==> src/rtl/hex_pkg.sv <==
// Shared constants for the hex scan display: nibble/segment widths and glyph table.
// Latency: n/a (constants only).
// Backpressure: n/a.
package hex_pkg;

  localparam int NIB_W = 4;
  localparam int SEG_W = 7;

  // All segments off (active-low encoding).
  localparam logic [SEG_W-1:0] SEG_BLANK = 7'h7F;

  // Active-low glyphs, bit order g..a (bit 6 = g, bit 0 = a), indexed by nibble.
  localparam logic [SEG_W-1:0] SEG_TABLE [16] = '{
    7'b1000000,  // 0
    7'b1111001,  // 1
    7'b0100100,  // 2
    7'b0110000,  // 3
    7'b0011001,  // 4
    7'b0010010,  // 5
    7'b0000010,  // 6
    7'b1111000,  // 7
    7'b0000000,  // 8
    7'b0010000,  // 9
    7'b0001000,  // A
    7'b0000011,  // b
    7'b1000110,  // C
    7'b0100001,  // d
    7'b0000110,  // E
    7'b0001110   // F
  };

endpackage

==> src/rtl/hex_seg_decode.sv <==
// Single hex nibble to active-low seven-segment glyph.
// Latency: purely combinational.
// Backpressure: none.
module hex_seg_decode
  import hex_pkg::*;
(
  input  logic [NIB_W-1:0] nib,
  output logic [SEG_W-1:0] seg
);

  // Table lookup of the glyph for this nibble.
  always_comb begin
    seg = SEG_TABLE[nib];
  end

endmodule

==> src/rtl/hex_scan_display.sv <==
// Scans NUM_CH input words (auto dwell or manual select) onto a multi-digit hex display.
// Latency: ch_idx/seg_out follow a selection or data change one clock later.
// Backpressure: none; hold freezes scan position and the displayed snapshot.
module hex_scan_display
  import hex_pkg::*;
#(
  parameter int NUM_CH   = 4,
  parameter int CH_W     = 8,
  parameter int DIV      = 50_000_000,
  parameter int LZ_BLANK = 0
) (
  input  logic                          clock,
  input  logic                          reset,
  input  logic [NUM_CH*CH_W-1:0]        data_in,
  input  logic                          auto,
  input  logic [$clog2(NUM_CH)-1:0]     sel,
  input  logic                          hold,
  input  logic                          blank,
  output logic [SEG_W*(CH_W/NIB_W)-1:0] seg_out,
  output logic [$clog2(NUM_CH)-1:0]     ch_idx,
  output logic                          tick
);

  localparam int IDX_W = $clog2(NUM_CH);
  localparam int PW    = $clog2(DIV);
  localparam int NDIG  = CH_W / NIB_W;

  logic [IDX_W-1:0] cur_q, cur_d;
  logic [PW-1:0]    presc_q, presc_d;
  logic [CH_W-1:0]  snap_q, snap_d;
  logic             tick_q, tick_d;
  logic             auto_q, auto_d;

  logic [PW-1:0]    presc_base;
  logic [CH_W-1:0]  word_sel;

  // Next-state: hold freezes everything; auto counts dwell, manual tracks sel.
  always_comb begin
    cur_d      = cur_q;
    presc_d    = presc_q;
    snap_d     = snap_q;
    tick_d     = 1'b0;
    auto_d     = auto;
    presc_base = '0;
    word_sel   = '0;
    if (!hold) begin
      if (auto) begin
        // A fresh entry into auto mode always starts a full dwell.
        presc_base = auto_q ? presc_q : '0;
        if (presc_base == PW'(DIV - 1)) begin
          presc_d = '0;
          tick_d  = 1'b1;
          cur_d   = (cur_q == IDX_W'(NUM_CH - 1)) ? '0 : cur_q + 1'b1;
        end else begin
          presc_d = presc_base + 1'b1;
        end
      end else begin
        presc_d = '0;
        cur_d   = (int'(sel) >= NUM_CH) ? '0 : sel;
      end
      // Snapshot follows the channel that cur is about to show.
      for (int k = 0; k < NUM_CH; k++) begin
        if (cur_d == IDX_W'(k)) begin
          word_sel = data_in[k*CH_W +: CH_W];
        end
      end
      snap_d = word_sel;
    end
  end

  // State register with synchronous reset overriding hold/auto.
  always_ff @(posedge clock) begin
    if (reset) begin
      cur_q   <= '0;
      presc_q <= '0;
      snap_q  <= '0;
      tick_q  <= 1'b0;
      auto_q  <= 1'b0;
    end else begin
      cur_q   <= cur_d;
      presc_q <= presc_d;
      snap_q  <= snap_d;
      tick_q  <= tick_d;
      auto_q  <= auto_d;
    end
  end

  assign ch_idx = cur_q;
  assign tick   = tick_q;

  logic [SEG_W-1:0] dig_seg [NDIG];

  genvar g;
  generate
    for (g = 0; g < NDIG; g++) begin : g_dig
      hex_seg_decode u_dec (
        .nib (snap_q[g*NIB_W +: NIB_W]),
        .seg (dig_seg[g])
      );
    end
  endgenerate

  logic nz_seen;

  // Output mux: blanking, then leading-zero suppression scanning from the top digit.
  always_comb begin
    seg_out = '0;
    nz_seen = 1'b0;
    for (int i = NDIG - 1; i >= 0; i--) begin
      nz_seen = nz_seen | (snap_q[i*NIB_W +: NIB_W] != '0);
      if (blank) begin
        seg_out[i*SEG_W +: SEG_W] = SEG_BLANK;
      end else if ((LZ_BLANK != 0) && (i != 0) && !nz_seen) begin
        seg_out[i*SEG_W +: SEG_W] = SEG_BLANK;
      end else begin
        seg_out[i*SEG_W +: SEG_W] = dig_seg[i];
      end
    end
  end

endmodule
==> config.mk <==
export PLATFORM = sky130hd
export DESIGN_NAME = hex_scan_display
export DESIGN_NICKNAME = d
export VERILOG_FILES = /design/src/rtl/hex_pkg.sv /design/src/rtl/hex_seg_decode.sv /design/src/rtl/hex_scan_display.sv
export SDC_FILE = /design/constraint.sdc
export NUM_CORES = 1
export LEC_CHECK = 0
export CAP_MARGIN = 20
export CORE_ASPECT_RATIO = 1.75
export CORE_MARGIN = 5
export CORE_UTILIZATION = 52
export DETAILED_ROUTE_END_ITERATION = 6
export GPL_TIMING_DRIVEN = 0
export PLACE_DENSITY_LB_ADDON = 0.08
export SYNTH_ARGS = -nofsm -noshare
export SYNTH_HDL_FRONTEND = slang
export SYNTH_SLANG_ARGS = --single-unit
==> constraint.sdc <==
create_clock -name clock -period 3.9 [get_ports clock]
set_clock_uncertainty 0.2 [all_clocks]
set_input_delay 0.78 -clock clock [delete_from_list [all_inputs] [get_ports clock]]
set_output_delay 0.78 -clock clock [all_outputs]
set_load 0.02 [all_outputs]
==> metrics.txt, run 1 <==
run status=finished, final reports clean; Crit Path Category=register to register; Clock Pin Slew Worst Setup and Hold Paths=about 0.08 ns; share of cells above drive strength 1=approximately 9.1%; post-synthesis cell area=~2800 sq um; drt drc=0; H-tree Lvls=2; EDFF count, synth=0; final hold vios=0; Final Util=67.3%; # fillers=464; CTS tree=yes; RD Place Congestion=0.892; Routed Antenna Nets=0; Boundary Pins=between 50 and 60; distinct cell type count after synthesis=between 50 and 60; syn_area_per_cell=between 8 and 9 sq um; post-CTS resize count=0; drt wl/cell=17.8 microns; later-pin clock latency in the skew report=0.30 ns; commonest non-fill, non-tap cell in the layout=clkdlybuf4s50_1; Multi-input gate area=between 1500 and 2000 sq um; Worst EP arrival=around 3.6 ns; P_leak=about 1.3 nW; Flop pwr share=between 40% and 50%; via count=around 2.8k; area of the die=7020 sq um; main flop type after synthesis=dfxtp_1; I/O Buffers=between 50 and 60; commonest cells after routing, fill and taps aside=clkdlybuf4s50_1 (55), nand2_1 (42), dfxtp_1 (38); Net Sw Frac=28.5%; Yosys Warn Count=0; clk buf depth=2; Die Y=about 110 microns; hold crit path type=register to register; Mapped Nets=around 400; FP Rows=35; Comb pwr share=a little over a quarter; Final Critical Period=between 3 and 4 ns; number of instances in the placed design=roughly 450; switching power=roughly 0.00029 W; ys async rst share=0%; synthesized instance count=around 340; hold buffers post-CTS=0; Layout Area Growth over Synthesis=26.0%; WL final=between 8000 and 9000 microns; worst-path fanout max=10; Sinks on Clock Net=38; CTS Root Cell=clkbuf_8; Rel. slew slack=between 40% and 50%; DR pass1 iterations=4; initial antenna violation count=0; Pint=0.000720 W; Final Cycle Share=92.6%; sequential cell area=between 700 and 800 sq um; gr ovfl total=0; fmax=~280 MHz; ANT cells=0; fin nets=around 460; placed cell areas=roughly 3400 sq um; Initial Utilization=a little over half; post-CTS setup buffers=0; Pwr per Cell Area=~290 nW/um^2; FF+latch count, synth=38; number of global-route vias before repair=between 2k and 3k; Setup TNS=0 ns; Num CTS Buffers=5; Hold WS=approximately 0.28 ns; Final HPWL DP=approximately 6300 microns; Clk pwr share=32.7%; Required @ worst endpoint=around 3.9 ns; first-pass GRT wire length=roughly 13,000 microns; Total GRT Usage=23.7%; crit end category=register; starting DRC count in detailed routing=approximately 120; core area=roughly 5300 sq um; Vias/cell=6.19; Max Cap Violations=0; sequential share of the synthesized area=between 20% and 30%; Die X=between 60 and 70 microns; Worst Tran Pin Value=roughly 0.76 ns; Startpoint Class=register; max-slew violations=0; RSZ-0062 raised after global routing=false; worst vdd ir=slightly above 0.2 mV; non-filler instance count after layout=460; Final setup viols=0; fin area=roughly 3500 sq um; largest net degree at the start of global routing=13
[final cells by class]
cell class	instances	share of cell area (%)
Timing Repair Buffer	55	15.6
Sequential cell	38	21.5
Clock inverter	2	1.06
Inverter	11	1.17
Multi-Input combinational cell	270	52.8
Clock buffer	6	2.05
Buffer	23	3.93
Tap cell	55	1.95
[synthesized netlist by cell type (7+ instances only)]
| cell | number | share of area [%] |
|---|---|---|
| nand2_1 | 42 | 5.6 |
| dfxtp_1 | 38 | 27 |
| nor2_1 | 28 | 3.7 |
| mux2i_1 | 20 | 7.1 |
| a21oi_1 | 18 | 3.2 |
| nand3_1 | 18 | 3.2 |
| o21ai_0 | 16 | 2.9 |
| clkbuf_1 | 14 | 1.9 |
| ha_1 | 14 | 6.2 |
| a311oi_1 | 10 | 3.1 |
| inv_1 | 10 | 1.3 |
| and2_1 | 8 | 1.8 |
| o221ai_1 | 8 | 2.5 |
| a31oi_1 | 7 | 1.6 |
[per-stage QoR]
step                power (W)  worst slack, ns
finish                0.00101            0.288
global route          0.00106           0.0357
CTS                   0.00102            0.318
detailed placement   0.000688            0.335
global placement     0.000685            0.288
floorplan            0.000574             1.03
[path summary, 6_finish.rpt]
check	depth (start not counted)	startpoint	to	slack, ns
setup / recovery	11	auto_q$_SDFF_PP0_	presc_q[13]$_SDFFE_PP0N_	0.29
hold / removal	2	presc_q[5]$_SDFFE_PP0N_	presc_q[5]$_SDFFE_PP0N_	0.28
setup reg to reg	11	auto_q$_SDFF_PP0_	presc_q[13]$_SDFFE_PP0N_	0.29
hold reg to reg	2	presc_q[5]$_SDFFE_PP0N_	presc_q[5]$_SDFFE_PP0N_	0.28
[logic make-up (layout without fill, tap and decap cells)]
kind of cell	Yosys count	in the layout	share of synthesized area, %
buffers and inverters	34	97	6.42
AOI/OAI and AO/OA	94	94	24.9
adders and majority gates	14	14	6.24
xor gates and xnor gates	1	1	0.312
DFF	38	38	27.1
muxes	23	23	8.74
and+or+nand+nor	138	138	26.3
[power by group through the flow]
stage,logic [W],clock network [W],registers (W)
after floorplan,0.000155,0,0.000419
after global placement,0.000264,0,0.000421
after detailed placement,0.000266,0,0.000422
after CTS,0.000267,0.000335,0.000413
after global routing,0.000289,0.000353,0.000415
final,0.000265,0.000330,0.000413
[critical path, stage by stage (launching register included)]
cell and delay (ns):
dfxtp_1 0.41, buf_4 0.21, clkbuf_1 0.42, and2_1 0.20
ha_1 0.27, and4_4 0.28, nand4_1 0.11, o2111ai_1 0.67
buf_2 0.35, o21ai_0 0.12, a32oi_1 0.19, nor2_1 0.06
[metal layers]
layer / track usage (%) / up-vias / share of wire [%]
li1: - / 1408 / -
met1: 23.4 / 1321 / 37
met2: 45.8 / 97 / 56
met3: 2.94 / 20 / 4.5
met4: 12.9 / 0 / 2.7
met5: 0 / - / 0
[registers in the layout (all words and copies together), names as in the netlist]
register / cells
snap_q: 8
ch_idx: 2
auto_q: 1
presc_q: 26
tick: 1
No activity file was read; power rests on OpenSTA's default activity.
==> inputs of run 2 (changes only) <==
--- a/config.mk
+++ b/config.mk
@@ -12,6 +12,8 @@
 export DETAILED_ROUTE_END_ITERATION = 6
 export GPL_TIMING_DRIVEN = 0
 export PLACE_DENSITY_LB_ADDON = 0.08
+export REMOVE_ABC_BUFFERS = 1
 export SYNTH_ARGS = -nofsm -noshare
 export SYNTH_HDL_FRONTEND = slang
+export SYNTH_HIERARCHICAL = 1
 export SYNTH_SLANG_ARGS = --single-unit
==> metrics.txt, run 2 <==
run status=finished, final reports clean; number of instances in the placed design=around 470; core area=~5300 sq um; Final setup viols=0; Multi-input gate area=roughly 1900 sq um; number of global-route vias before repair=approximately 2.8k; initial antenna violation count=0; Final HPWL DP=5490 microns; via count=2,846; FP Rows=35; synthesized instance count=358; sequential cell area=around 760 sq um; top cell type by total area after synthesis=dfxtp_1; XOR/XNOR Fraction of Synth Area=less than 1%; Pwr per Cell Area=approximately 260 nW/um^2; post-synthesis cell area=about 2800 sq um; FF+latch count, synth=38; Final Cycle Share=just over 90%; main flop type after synthesis=dfxtp_1; CTS tree=yes; Max Cap Violations=0; H-tree Lvls=2; distinct cell type count after synthesis=54; Num CTS Buffers=5; Die X=around 66 microns; Setup TNS=0 ns; Post-Synth Adder-Cell Area=under 10%; Total GRT Usage=roughly 22%; commonest cells after routing, fill and taps aside=clkdlybuf4s50_1 (55), dfxtp_1 (38), nand2_1 (34); Simple-Gate Fraction of Synth Area=between 30% and 40%; RD Place Congestion=approximately 0.84; clk buf depth=2; ys async rst share=0%; Rel. slew slack=roughly 30%; WL final=about 7500 microns; largest family of logic cells by synthesized area=simple AND/OR/NAND/NOR gates; first-pass GRT wire length=roughly 13,000 microns; non-filler instance count after layout=between 400 and 500; gr ovfl total=0; Clock Pin Slew Worst Setup and Hold Paths=approximately 0.070 ns; Die Y=between 100 and 150 microns; share of cells above drive strength 1=between 9 and 10%; DR pass1 iterations=4; Crit Path Category=register to register; Required @ worst endpoint=around 3.9 ns; Yosys Warn Count=6; top cells by instance count after synthesis=dfxtp_1 (38), nand2_1 (34), nor2_1 (25), o21ai_0 (22); most frequent cell after synthesis=dfxtp_1; crit end category=register; final hold vios=0; drt wl/cell=about 16 microns; CTS Root Cell=clkbuf_8; worst vdd ir=about 0.17 mV; Layout Area Growth over Synthesis=25.0%; P_leak=1.23 nW; Synth top area share=26.7%; Area contributors post-synth=dfxtp_1 (27%), mux2i_1 (7.4%), ha_1 (7.0%), nand2_1 (4.5%), or2_2 (4.0%); hold crit path type=register to register; commonest non-fill, non-tap cell in the layout=clkdlybuf4s50_1; ANT cells=0; max-slew violations=0; Initial Utilization=a little over half; area of the die=~7000 sq um; Sinks on Clock Net=38; post-CTS resize count=0; Routed Antenna Nets=0; sequential share of the synthesized area=around a quarter; RSZ-0062 raised after global routing=false; largest net degree at the start of global routing=33; drt drc=0; worst-path fanout max=22; Worst EP arrival=between 3 and 4 ns; Startpoint Class=register; later-pin clock latency in the skew report=~0.29 ns; I/O Buffers=55; Vias/cell=a little under 6; # fillers=between 400 and 500; Worst Tran Pin Value=1.05 ns; Boundary Pins=56; mux cell area share after synthesis=9.23%; compound-cell area share of the yosys netlist=about a fifth; Final Critical Period=3.59 ns; syn_area_per_cell=about 8 sq um; max reg flops=26; starting DRC count in detailed routing=~160; fin nets=460; Most flops, register=presc_q; fmax=roughly 280 MHz; EDFF count, synth=0
## run 2: cell types whose count changed in the layout (fill, tap and decap cells not counted), sizes merged, moves of 6 or more
cell / change
or2: +15
clkbuf: -14
nand3b: +10
nand2: -8
o21ai: +8
a211o: -6
a311oi: -6
or4: +6
## run 2: kinds of logic after synthesis
family,Yosys count
DFF,38
xor gates and xnor gates,1
and+or+nand+nor,157
adders and majority gates,16
muxes,24
buffers and inverters,33
AOI/OAI and AO/OA,89
## run 2: path summary, 6_finish.rpt
| kind | to | slack, ns | from | cells after the start |
|---|---|---|---|---|
| worst max-delay path | snap_q[6]$_SDFFE_PP0N_ | 0.31 | auto_q$_SDFF_PP0_ | 11 |
| worst min-delay path | presc_q[15]$_SDFFE_PP0N_ | 0.30 | presc_q[15]$_SDFFE_PP0N_ | 2 |
| worst max register to register | snap_q[6]$_SDFFE_PP0N_ | 0.31 | auto_q$_SDFF_PP0_ | 11 |
| worst min register to register | presc_q[15]$_SDFFE_PP0N_ | 0.30 | presc_q[15]$_SDFFE_PP0N_ | 2 |
## run 2: final cells by class
| cell class | count | share of cell area, % |
|---|---|---|
| multi-input cells | 287 | 54.2 |
| flip-flops and latches | 38 | 21.4 |
| repair buffers | 62 | 18.3 |
| well taps | 74 | 2.60 |
| clock buffers | 6 | 2.32 |
| inverters | 11 | 1.16 |
## run 2: layer usage
layer	track usage, %	wire (microns)	vias up
met3	3.76	608	15
met5	0	0	-
met1	25.5	3020	1303
met2	38.6	3640	110
met4	8.75	174	0
li1	-	-	1418
## run 2: power breakdown
part / total, W / internal (W) / switching, W
Combinational: 0.000243 / 0.000135 / 0.000108
Clock: 0.000270 / 0.000136 / 0.000134
Sequential: 0.000423 / 0.000398 / 0.0000252
Total: 0.000936 / 0.000669 / 0.000267
## run 2: stage by stage
step / setup WS, ns / total power (W) / utilization (%) / hold slack, ns / cell area [sq um]
after global placement: -0.162 / 0.000662 / 63.7 / 0.267 / 3370
after detailed placement: 0.119 / 0.000672 / 64.8 / 0.293 / 3430
after global routing: 0.0117 / 0.000984 / 67.1 / 0.329 / 3560
after CTS: 0.274 / 0.000940 / 66.3 / 0.303 / 3510
final: 0.309 / 0.000936 / 67.1 / 0.304 / 3560
after floorplan: 0.726 / 0.000554 / - / 0.252 / 2730
## run 2: critical path, stage by stage (launching register included)
cell and delay, ns:
dfxtp_1 0.84, nand2_1 0.16, inv_1 0.09, ha_1 0.21
nand3_1 0.15, or4_1 0.60, nor2_1 0.17, o211ai_1 0.31
buf_4 0.28, buf_6 0.15, mux2i_1 0.17, o221ai_1 0.12
## run 2: repair_timing
action / in CTS / in global routing
endpoints found under the hold margin: 0 / 0
buffers inserted: 0 / 2
hold buffers: 0 / 0
setup endpoints to repair: 0 / 3
